**src/rtl/seq_divider_pkg.sv**
```systemverilog
// Shared types and constants for the sequential restoring divider.
// Latency: n/a (declarations only).
// Backpressure: n/a (declarations only).
//
// Contents: div_state_t controller states, divide-by-zero quotient fill bit.
package seq_divider_pkg;

    typedef enum logic [1:0] {
        IDLE = 2'd0,
        RUN  = 2'd1,
        DONE = 2'd2
    } div_state_t;

    // The divide-by-zero quotient is all ones at any width; the top replicates this bit N times.
    localparam logic DBZ_QUOT_FILL = 1'b1;

endpackage

```
**src/rtl/seq_divider_if.sv**
```systemverilog
// Operand/result bundle between the ALU slow path and the sequential divider.
// Latency: n/a (wires only).
// Backpressure: none; START is only honoured while the divider is IDLE or DONE.
//
// Signals: START, DIVIDEND, DIVISOR (requester -> divider);
//          BUSY, DONE, QUOTIENT, REMAINDER, DIV_BY_ZERO (divider -> requester).
// SIGNED (requester -> divider) exists only when SEQ_DIVIDER_SIGNED_EN is defined.
interface seq_divider_if #(
    parameter int N = 32
);
    logic         START;
    logic [N-1:0] DIVIDEND;
    logic [N-1:0] DIVISOR;
`ifdef SEQ_DIVIDER_SIGNED_EN
    logic         SIGNED;
`endif
    logic         BUSY;
    logic         DONE;
    logic [N-1:0] QUOTIENT;
    logic [N-1:0] REMAINDER;
    logic         DIV_BY_ZERO;

`ifdef SEQ_DIVIDER_SIGNED_EN
    modport master (
        output START, DIVIDEND, DIVISOR, SIGNED,
        input  BUSY, DONE, QUOTIENT, REMAINDER, DIV_BY_ZERO
    );
    modport slave (
        input  START, DIVIDEND, DIVISOR, SIGNED,
        output BUSY, DONE, QUOTIENT, REMAINDER, DIV_BY_ZERO
    );
`else
    modport master (
        output START, DIVIDEND, DIVISOR,
        input  BUSY, DONE, QUOTIENT, REMAINDER, DIV_BY_ZERO
    );
    modport slave (
        input  START, DIVIDEND, DIVISOR,
        output BUSY, DONE, QUOTIENT, REMAINDER, DIV_BY_ZERO
    );
`endif

endinterface

```
**src/rtl/seq_divider_cla.sv**
```systemverilog
// Carry-lookahead adder/subtractor (parallel-prefix carries).
// Latency: combinational, zero cycles.
// Backpressure: none.
//
// Ports: A, B (W bits) operands; ADD_SUB 0 = A+B, 1 = A-B;
//        SUM (W bits) result; COUT carry out (in subtract mode 1 means no borrow, A >= B).
module seq_divider_cla #(
    parameter int W = 33
) (
    input  logic [W-1:0] A,
    input  logic [W-1:0] B,
    input  logic         ADD_SUB,
    output logic [W-1:0] SUM,
    output logic         COUT
);

    logic [W-1:0] b_eff;
    logic [W-1:0] p0;
    logic [W-1:0] g_pre;
    logic [W-1:0] p_pre;
    logic [W-1:0] g_nxt;
    logic [W-1:0] p_nxt;
    logic [W-1:0] carry;

    // Subtraction is A + ~B + 1; the +1 enters as the carry-in.
    assign b_eff = B ^ {W{ADD_SUB}};
    assign p0    = A ^ b_eff;

    // Kogge-Stone prefix: after the loop g_pre[i]/p_pre[i] cover bits i..0.
    always_comb begin
        g_pre = A & b_eff;
        p_pre = p0;
        g_nxt = '0;
        p_nxt = '0;
        for (int d = 1; d < W; d = d * 2) begin
            g_nxt = g_pre;
            p_nxt = p_pre;
            for (int i = d; i < W; i++) begin
                g_nxt[i] = g_pre[i] | (p_pre[i] & g_pre[i-d]);
                p_nxt[i] = p_pre[i] & p_pre[i-d];
            end
            g_pre = g_nxt;
            p_pre = p_nxt;
        end
    end

    assign carry = {g_pre[W-2:0] | (p_pre[W-2:0] & {(W-1){ADD_SUB}}), ADD_SUB};
    assign SUM   = p0 ^ carry;
    assign COUT  = g_pre[W-1] | (p_pre[W-1] & ADD_SUB);

endmodule

```
**src/rtl/seq_divider.sv**
```systemverilog
// Restoring integer divider, one quotient bit per clock (DIV/REM slow path beside the ALU).
// Latency: N+1 cycles from accepted START to DONE (1 cycle for divide by zero); II = N+1.
// Backpressure: BUSY high while iterating; START is ignored then and operands are not re-captured.
//
// Ports: CLK, RST (synchronous, active high); bus (seq_divider_if.slave) carries
//        START/DIVIDEND/DIVISOR in and BUSY/DONE/QUOTIENT/REMAINDER/DIV_BY_ZERO out.
// Optional: define SEQ_DIVIDER_SIGNED_EN to add bus.SIGNED (two's complement operands).
module seq_divider
    import seq_divider_pkg::*;
#(
    parameter int N = 32
) (
    input  logic          CLK,
    input  logic          RST,
    seq_divider_if.slave  bus
);

    localparam int CNT_W = $clog2(N + 1);
    localparam logic [CNT_W-1:0] LAST_CNT = CNT_W'(N - 1);

    div_state_t       state_q, state_d;
    logic [N-1:0]     d_q, d_d;       // divisor (magnitude)
    logic [N-1:0]     q_q, q_d;       // dividend shifting out, quotient shifting in
    logic [N:0]       rm_q, rm_d;     // partial remainder
    logic [CNT_W-1:0] cnt_q, cnt_d;
    logic [N-1:0]     quot_q, quot_d;
    logic [N-1:0]     rem_q, rem_d;
    logic             dbz_q, dbz_d;

    logic [N:0]       shifted;
    logic [N:0]       trial;
    logic             no_borrow;
    logic [N-1:0]     q_step;
    logic [N:0]       rm_step;
    logic [N-1:0]     quot_fix;
    logic [N-1:0]     rem_fix;
    logic [N-1:0]     dvd_mag;
    logic [N-1:0]     dvs_mag;

`ifdef SEQ_DIVIDER_SIGNED_EN
    logic             negq_q, negq_d;  // quotient must be negated on exit
    logic             negr_q, negr_d;  // remainder follows dividend sign
`endif

    assign shifted = {rm_q[N-1:0], q_q[N-1]};

    seq_divider_cla #(
        .W (N + 1)
    ) u_cla (
        .A       (shifted),
        .B       ({1'b0, d_q}),
        .ADD_SUB (1'b1),
        .SUM     (trial),
        .COUT    (no_borrow)
    );

    assign q_step  = {q_q[N-2:0], no_borrow};
    assign rm_step = no_borrow ? trial : shifted;

`ifdef SEQ_DIVIDER_SIGNED_EN
    // The core only sees magnitudes; MIN maps to itself, which is its correct unsigned magnitude.
    assign dvd_mag  = (bus.SIGNED && bus.DIVIDEND[N-1]) ? -bus.DIVIDEND : bus.DIVIDEND;
    assign dvs_mag  = (bus.SIGNED && bus.DIVISOR[N-1])  ? -bus.DIVISOR  : bus.DIVISOR;
    assign quot_fix = negq_q ? -q_step : q_step;
    assign rem_fix  = negr_q ? -rm_step[N-1:0] : rm_step[N-1:0];
`else
    assign dvd_mag  = bus.DIVIDEND;
    assign dvs_mag  = bus.DIVISOR;
    assign quot_fix = q_step;
    assign rem_fix  = rm_step[N-1:0];
`endif

    always_comb begin
        state_d = state_q;
        d_d     = d_q;
        q_d     = q_q;
        rm_d    = rm_q;
        cnt_d   = cnt_q;
        quot_d  = quot_q;
        rem_d   = rem_q;
        dbz_d   = dbz_q;
`ifdef SEQ_DIVIDER_SIGNED_EN
        negq_d  = negq_q;
        negr_d  = negr_q;
`endif
        case (state_q)
            RUN: begin
                q_d   = q_step;
                rm_d  = rm_step;
                cnt_d = cnt_q + CNT_W'(1);
                if (cnt_q == LAST_CNT) begin
                    state_d = DONE;
                    quot_d  = quot_fix;
                    rem_d   = rem_fix;
                end
            end
            IDLE, DONE: begin
                state_d = IDLE;
                if (bus.START) begin
                    d_d   = dvs_mag;
                    q_d   = dvd_mag;
                    rm_d  = '0;
                    cnt_d = '0;
                    dbz_d = 1'b0;
`ifdef SEQ_DIVIDER_SIGNED_EN
                    negq_d = bus.SIGNED & (bus.DIVIDEND[N-1] ^ bus.DIVISOR[N-1]);
                    negr_d = bus.SIGNED & bus.DIVIDEND[N-1];
`endif
                    if (bus.DIVISOR == '0) begin
                        // No iterations needed: results are fixed and raw dividend is returned.
                        state_d = DONE;
                        quot_d  = {N{DBZ_QUOT_FILL}};
                        rem_d   = bus.DIVIDEND;
                        dbz_d   = 1'b1;
                    end else begin
                        state_d = RUN;
                    end
                end
            end
            default: state_d = IDLE;
        endcase
    end

    always_ff @(posedge CLK) begin
        if (RST) begin
            state_q <= IDLE;
            d_q     <= '0;
            q_q     <= '0;
            rm_q    <= '0;
            cnt_q   <= '0;
            quot_q  <= '0;
            rem_q   <= '0;
            dbz_q   <= 1'b0;
`ifdef SEQ_DIVIDER_SIGNED_EN
            negq_q  <= 1'b0;
            negr_q  <= 1'b0;
`endif
        end else begin
            state_q <= state_d;
            d_q     <= d_d;
            q_q     <= q_d;
            rm_q    <= rm_d;
            cnt_q   <= cnt_d;
            quot_q  <= quot_d;
            rem_q   <= rem_d;
            dbz_q   <= dbz_d;
`ifdef SEQ_DIVIDER_SIGNED_EN
            negq_q  <= negq_d;
            negr_q  <= negr_d;
`endif
        end
    end

    assign bus.BUSY        = (state_q == RUN);
    assign bus.DONE        = (state_q == DONE);
    assign bus.QUOTIENT    = quot_q;
    assign bus.REMAINDER   = rem_q;
    assign bus.DIV_BY_ZERO = dbz_q;

endmodule

```
**src/flat_wrapper.sv**
```systemverilog
// flat-port wrapper written by rule: the top's interface ports become plain ports
module seq_divider_flat import seq_divider_pkg::*;
#(
    parameter int N = 32
)
  (CLK, RST, bus_START, bus_DIVIDEND, bus_DIVISOR, bus_BUSY, bus_DONE, bus_QUOTIENT, bus_REMAINDER, bus_DIV_BY_ZERO);
  seq_divider_if #(.N(N)) bus_i ();
  input  logic CLK;
  input  logic RST;
  input wire logic [$bits(bus_i.START)-1:0] bus_START;
  input wire logic [$bits(bus_i.DIVIDEND)-1:0] bus_DIVIDEND;
  input wire logic [$bits(bus_i.DIVISOR)-1:0] bus_DIVISOR;
  output wire logic [$bits(bus_i.BUSY)-1:0] bus_BUSY;
  output wire logic [$bits(bus_i.DONE)-1:0] bus_DONE;
  output wire logic [$bits(bus_i.QUOTIENT)-1:0] bus_QUOTIENT;
  output wire logic [$bits(bus_i.REMAINDER)-1:0] bus_REMAINDER;
  output wire logic [$bits(bus_i.DIV_BY_ZERO)-1:0] bus_DIV_BY_ZERO;
  assign bus_i.START = bus_START;
  assign bus_i.DIVIDEND = bus_DIVIDEND;
  assign bus_i.DIVISOR = bus_DIVISOR;
  assign bus_BUSY = bus_i.BUSY;
  assign bus_DONE = bus_i.DONE;
  assign bus_QUOTIENT = bus_i.QUOTIENT;
  assign bus_REMAINDER = bus_i.REMAINDER;
  assign bus_DIV_BY_ZERO = bus_i.DIV_BY_ZERO;
  seq_divider #(.N(N)) u_core (.CLK(CLK), .RST(RST), .bus(bus_i));
endmodule
```
**config.mk**
```make
export PLATFORM = sky130hd
export DESIGN_NAME = seq_divider_flat
export DESIGN_NICKNAME = d
export VERILOG_FILES = /design/src/rtl/seq_divider_pkg.sv /design/src/rtl/seq_divider_if.sv /design/src/rtl/seq_divider_cla.sv /design/src/rtl/seq_divider.sv /design/src/flat_wrapper.sv
export SDC_FILE = /design/constraint.sdc
export NUM_CORES = 1
export LEC_CHECK = 0
export CAP_MARGIN = 0
export CORE_MARGIN = 1
export CORE_UTILIZATION = 55
export DETAILED_ROUTE_END_ITERATION = 6
export PLACE_DENSITY = 0.91
export SKIP_LAST_GASP = 1
export SLEW_MARGIN = 20
export SYNTH_ARGS = -nofsm -noshare
export SYNTH_HDL_FRONTEND = slang
export SYNTH_SLANG_ARGS = --single-unit
```
**constraint.sdc**
```tcl
create_clock -name CLK -period 3.6 [get_ports CLK]
set_clock_uncertainty 0.15 [all_clocks]
set_input_delay 0.72 -clock CLK [delete_from_list [all_inputs] [get_ports CLK]]
set_output_delay 0.72 -clock CLK [all_outputs]
set_load 0.005 [all_outputs]
```
==> results of run 1 <==
## registers in the layout (all words and copies together) (netlist names)
signal	flops
u_core.bus.DIV_BY_ZERO	1
u_core.d_q	32
u_core.bus.REMAINDER	32
u_core.bus.QUOTIENT	32
u_core.rm_q	32
u_core.cnt_q	6
u_core.state_q	2
u_core.q_q	32
## how the worst max path moves through the flow
stage / start / end / slack, ns / cells past startpoint
global route: u_core.d_q[20] / u_core.rm_q[24] / 0.01 / 11
global placement: bus_DIVISOR[24] / u_core.bus.REMAINDER[28] / 0.33 / 8
detailed placement: bus_DIVISOR[25] / u_core.bus.QUOTIENT[29] / 0.25 / 8
CTS: u_core.d_q[20] / u_core.rm_q[28] / 0.31 / 11
floorplan: u_core.q_q[31] / u_core.bus.REMAINDER[6] / 0.88 / 11
finish: u_core.d_q[20] / u_core.rm_q[28] / 0.28 / 11
## area by class of cell
class | count | area, um^2 | area share [%]
Sequential cell | 169 | 3380 | 31.1
Clock buffer | 18 | 429 | 3.95
Multi-Input combinational cell | 838 | 4920 | 45.3
Inverter | 40 | 150 | 1.38
Tap cell | 216 | 270 | 2.49
Clock inverter | 13 | 133 | 1.22
Timing Repair Buffer | 161 | 1580 | 14.5
## kinds of logic (layout without fill, tap and decap cells)
family / after synthesis / count (layout) / synth area share [%]
AND/OR/NAND/NOR: 437 / 437 / 21.6
AO/OA/AOI/OAI: 334 / 334 / 25.7
flip-flops: 169 / 169 / 38.2
buffers and inverters: 130 / 232 / 6.30
adder cells (fa/ha/maj): 34 / 34 / 4.80
XOR/XNOR: 29 / 29 / 2.87
multiplexers: 4 / 4 / 0.466
## tightest hold or removal path, stage by stage, from the launching register on
cell     delay (ns)
dfxtp_1        0.31
nand2_1        0.05
a21oi_1        0.05
## power breakdown
| part | switching, uW | internal, uW | total [uW] |
|---|---|---|---|
| registers | 131 | 2040 | 2170 |
| clock network | 806 | 967 | 1770 |
| logic | 1230 | 861 | 2090 |
| total | 2160 | 3870 | 6030 |
## synthesized netlist by cell type (16+ instances only)
cell type | count | share of area [%]
buf_2 | 17 | 0.96
nand3_1 | 22 | 1.2
a31oi_1 | 22 | 1.6
clkbuf_1 | 63 | 2.7
a21oi_1 | 94 | 5.3
xnor2_1 | 23 | 2.3
nor2_1 | 138 | 5.9
nand2_1 | 184 | 7.8
a311oi_1 | 57 | 5.6
ha_1 | 34 | 4.8
inv_1 | 37 | 1.6
and3_1 | 20 | 1.4
dfxtp_1 | 169 | 38
a211oi_1 | 32 | 2.7
o21ai_0 | 52 | 2.9
nor3_1 | 16 | 0.90
## through the flow
step                power (uW)  util, %
finish                    6030     68.9
global route              6300     68.9
CTS                       5990     68.9
detailed placement        4230     65.3
global placement          4200     65.3
floorplan                 3600        -
## layer usage
metal	share of wire [%]	wire, um
met5	0	0
met4	3.6	934
met3	8.5	2210
met2	48	12600
met1	40	10400
==> metrics, run 1 <==
Top-Level Pins=between 100 and 150; final hold viol count=0; Slew Viols, Final=0; worst-skew pair later-pin latency=between 0.4 and 0.5 ns; clock sink count=between 150 and 200; CTS Buf Count=17; share of cells above drive strength 1=7.10%; Post-Syn Nets=around 1200; synthesized area=approximately 8900 um^2; P_leak=between 0.004 and 0.005 uW; vias in the first global route=about 8000; routability cong.=0.957; min-delay src=u_core.bus.QUOTIENT[9]; setup bufs post-CTS=0; Netlist cell types=just under 70; FP Rows=46; gr usage total=approximately a third; R2R Path Start=u_core.d_q[20]; antenna-violating nets left=0; drt wl/cell=17.9 um; commonest non-fill, non-tap cell in the layout=nand2_1; ANT cells=0; Die Span Y=around 130 um; 1st-iter DRT viols=around 1200; starting density of the core=between 50% and 60%; Post-Place Cell Area=about 10000 um^2; RSZ-0062 raised after global routing=no; CP startpoint kind=flip-flop; GRT busiest layer=met2; routing usage on met1=between 30% and 40%; CP delay by family, top=simple AND/OR/NAND/NOR gates; Least-Margin Pin Slew=around 0.85 ns; largest net degree at the start of global routing=about 120; Cells after DPL=around 1400; final worst slack=0.281 ns; commonest non-fill, non-tap cells in the layout=183 x nand2_1, 168 x dfxtp_1, 138 x nor2_1; Post-synth top flop=dfxtp_1; Crit Reg-Reg Endpoint=u_core.rm_q[28]; critical path peak fanout=13; Worst Path Buf+Inv=2; Seq cells post-synth=approximately 170; post-CTS sizing=0; CP Class=flip-flop to flip-flop; DR vias=8897; outcome=completed; vias per cell=6.11; Post-Route Setup TNS=0 ns; width of the die=between 100 and 150 um; # Max-Cap Violations=0; Seq/Total Area, Yosys=between 30% and 40%; CTS tree=done; pwr/cell area=roughly 550 nW/um^2; H-tree level count=4; area grow syn2layout=22.7%; R2R setup slack=between 0.2 and 0.3 ns; Worst EP required=between 3 and 4 ns; CP max-delay cell=ha_1; final WL=26.1 mm; # setup viols final=0; Fillers=approximately 1300; Post-Syn Instances=roughly 1100; Arrival @ worst endpoint=about 3.5 ns; Worst Hold Path EP=u_core.bus.QUOTIENT[9]; number of synthesized flops with an enable pin=0; gr ovfl total=0; core footprint=roughly 16000 um^2; area of the die=roughly 17000 um^2; Period minus WS final=between 3 and 4 ns; Max Freq=~0.3 GHz; initial antenna violation count=0; Avg Inst Size Synth=approximately 7.8 um^2; final instance area=roughly 11000 um^2; worst hold path class=flip-flop to flip-flop; DP Worst Slack=about 0.25 ns; worst r2r path cells=11; met3 Track Usage GR=5.53%; I/O Buffers=~130; first-pass GRT wire length=between 40 and 50 mm; Post-Layout Cell Count=around 1500; drt first pass iters=6; GR Util met2=approximately 52%; clk root buf=clkbuf_16; CP max stage delay=0.41 ns; crit end category=flip-flop; dpl hpwl=approximately 19 mm; slew margin rel.=43.2%; ys async rst share=0%; hold_ws=approximately 0.3 ns; CTS Hold Buffers Added=0; hold depth=2; CTS max path bufs=2; critical-path cell list=inv_1 -> ha_1 -> nand3_1 -> nor4_1 -> nand4_1 -> o22ai_2 -> a21oi_4 -> buf_4 -> nor2_2 -> o2111ai_1 -> a311oi_1; Max IR drop VDD=about 0.42 mV; NumNets Final=roughly 1300; period utilization=92.2%; # DRC=0; clock-pin transition on the worst setup and hold timing paths=0.07 ns; warnings from Yosys=0
No activity file was read; power rests on OpenSTA's default activity.
==> run 2, diff against run 1 <==
--- a/config.mk
+++ b/config.mk
@@ -10,6 +10,7 @@
 export CORE_UTILIZATION = 55
 export DETAILED_ROUTE_END_ITERATION = 6
 export PLACE_DENSITY = 0.91
+export SKIP_CTS_REPAIR_TIMING = 1
 export SKIP_LAST_GASP = 1
 export SLEW_MARGIN = 20
 export SYNTH_ARGS = -nofsm -noshare
==> results of run 2 <==
The final DEF is identical to that of run 1; final timing and power are the same.
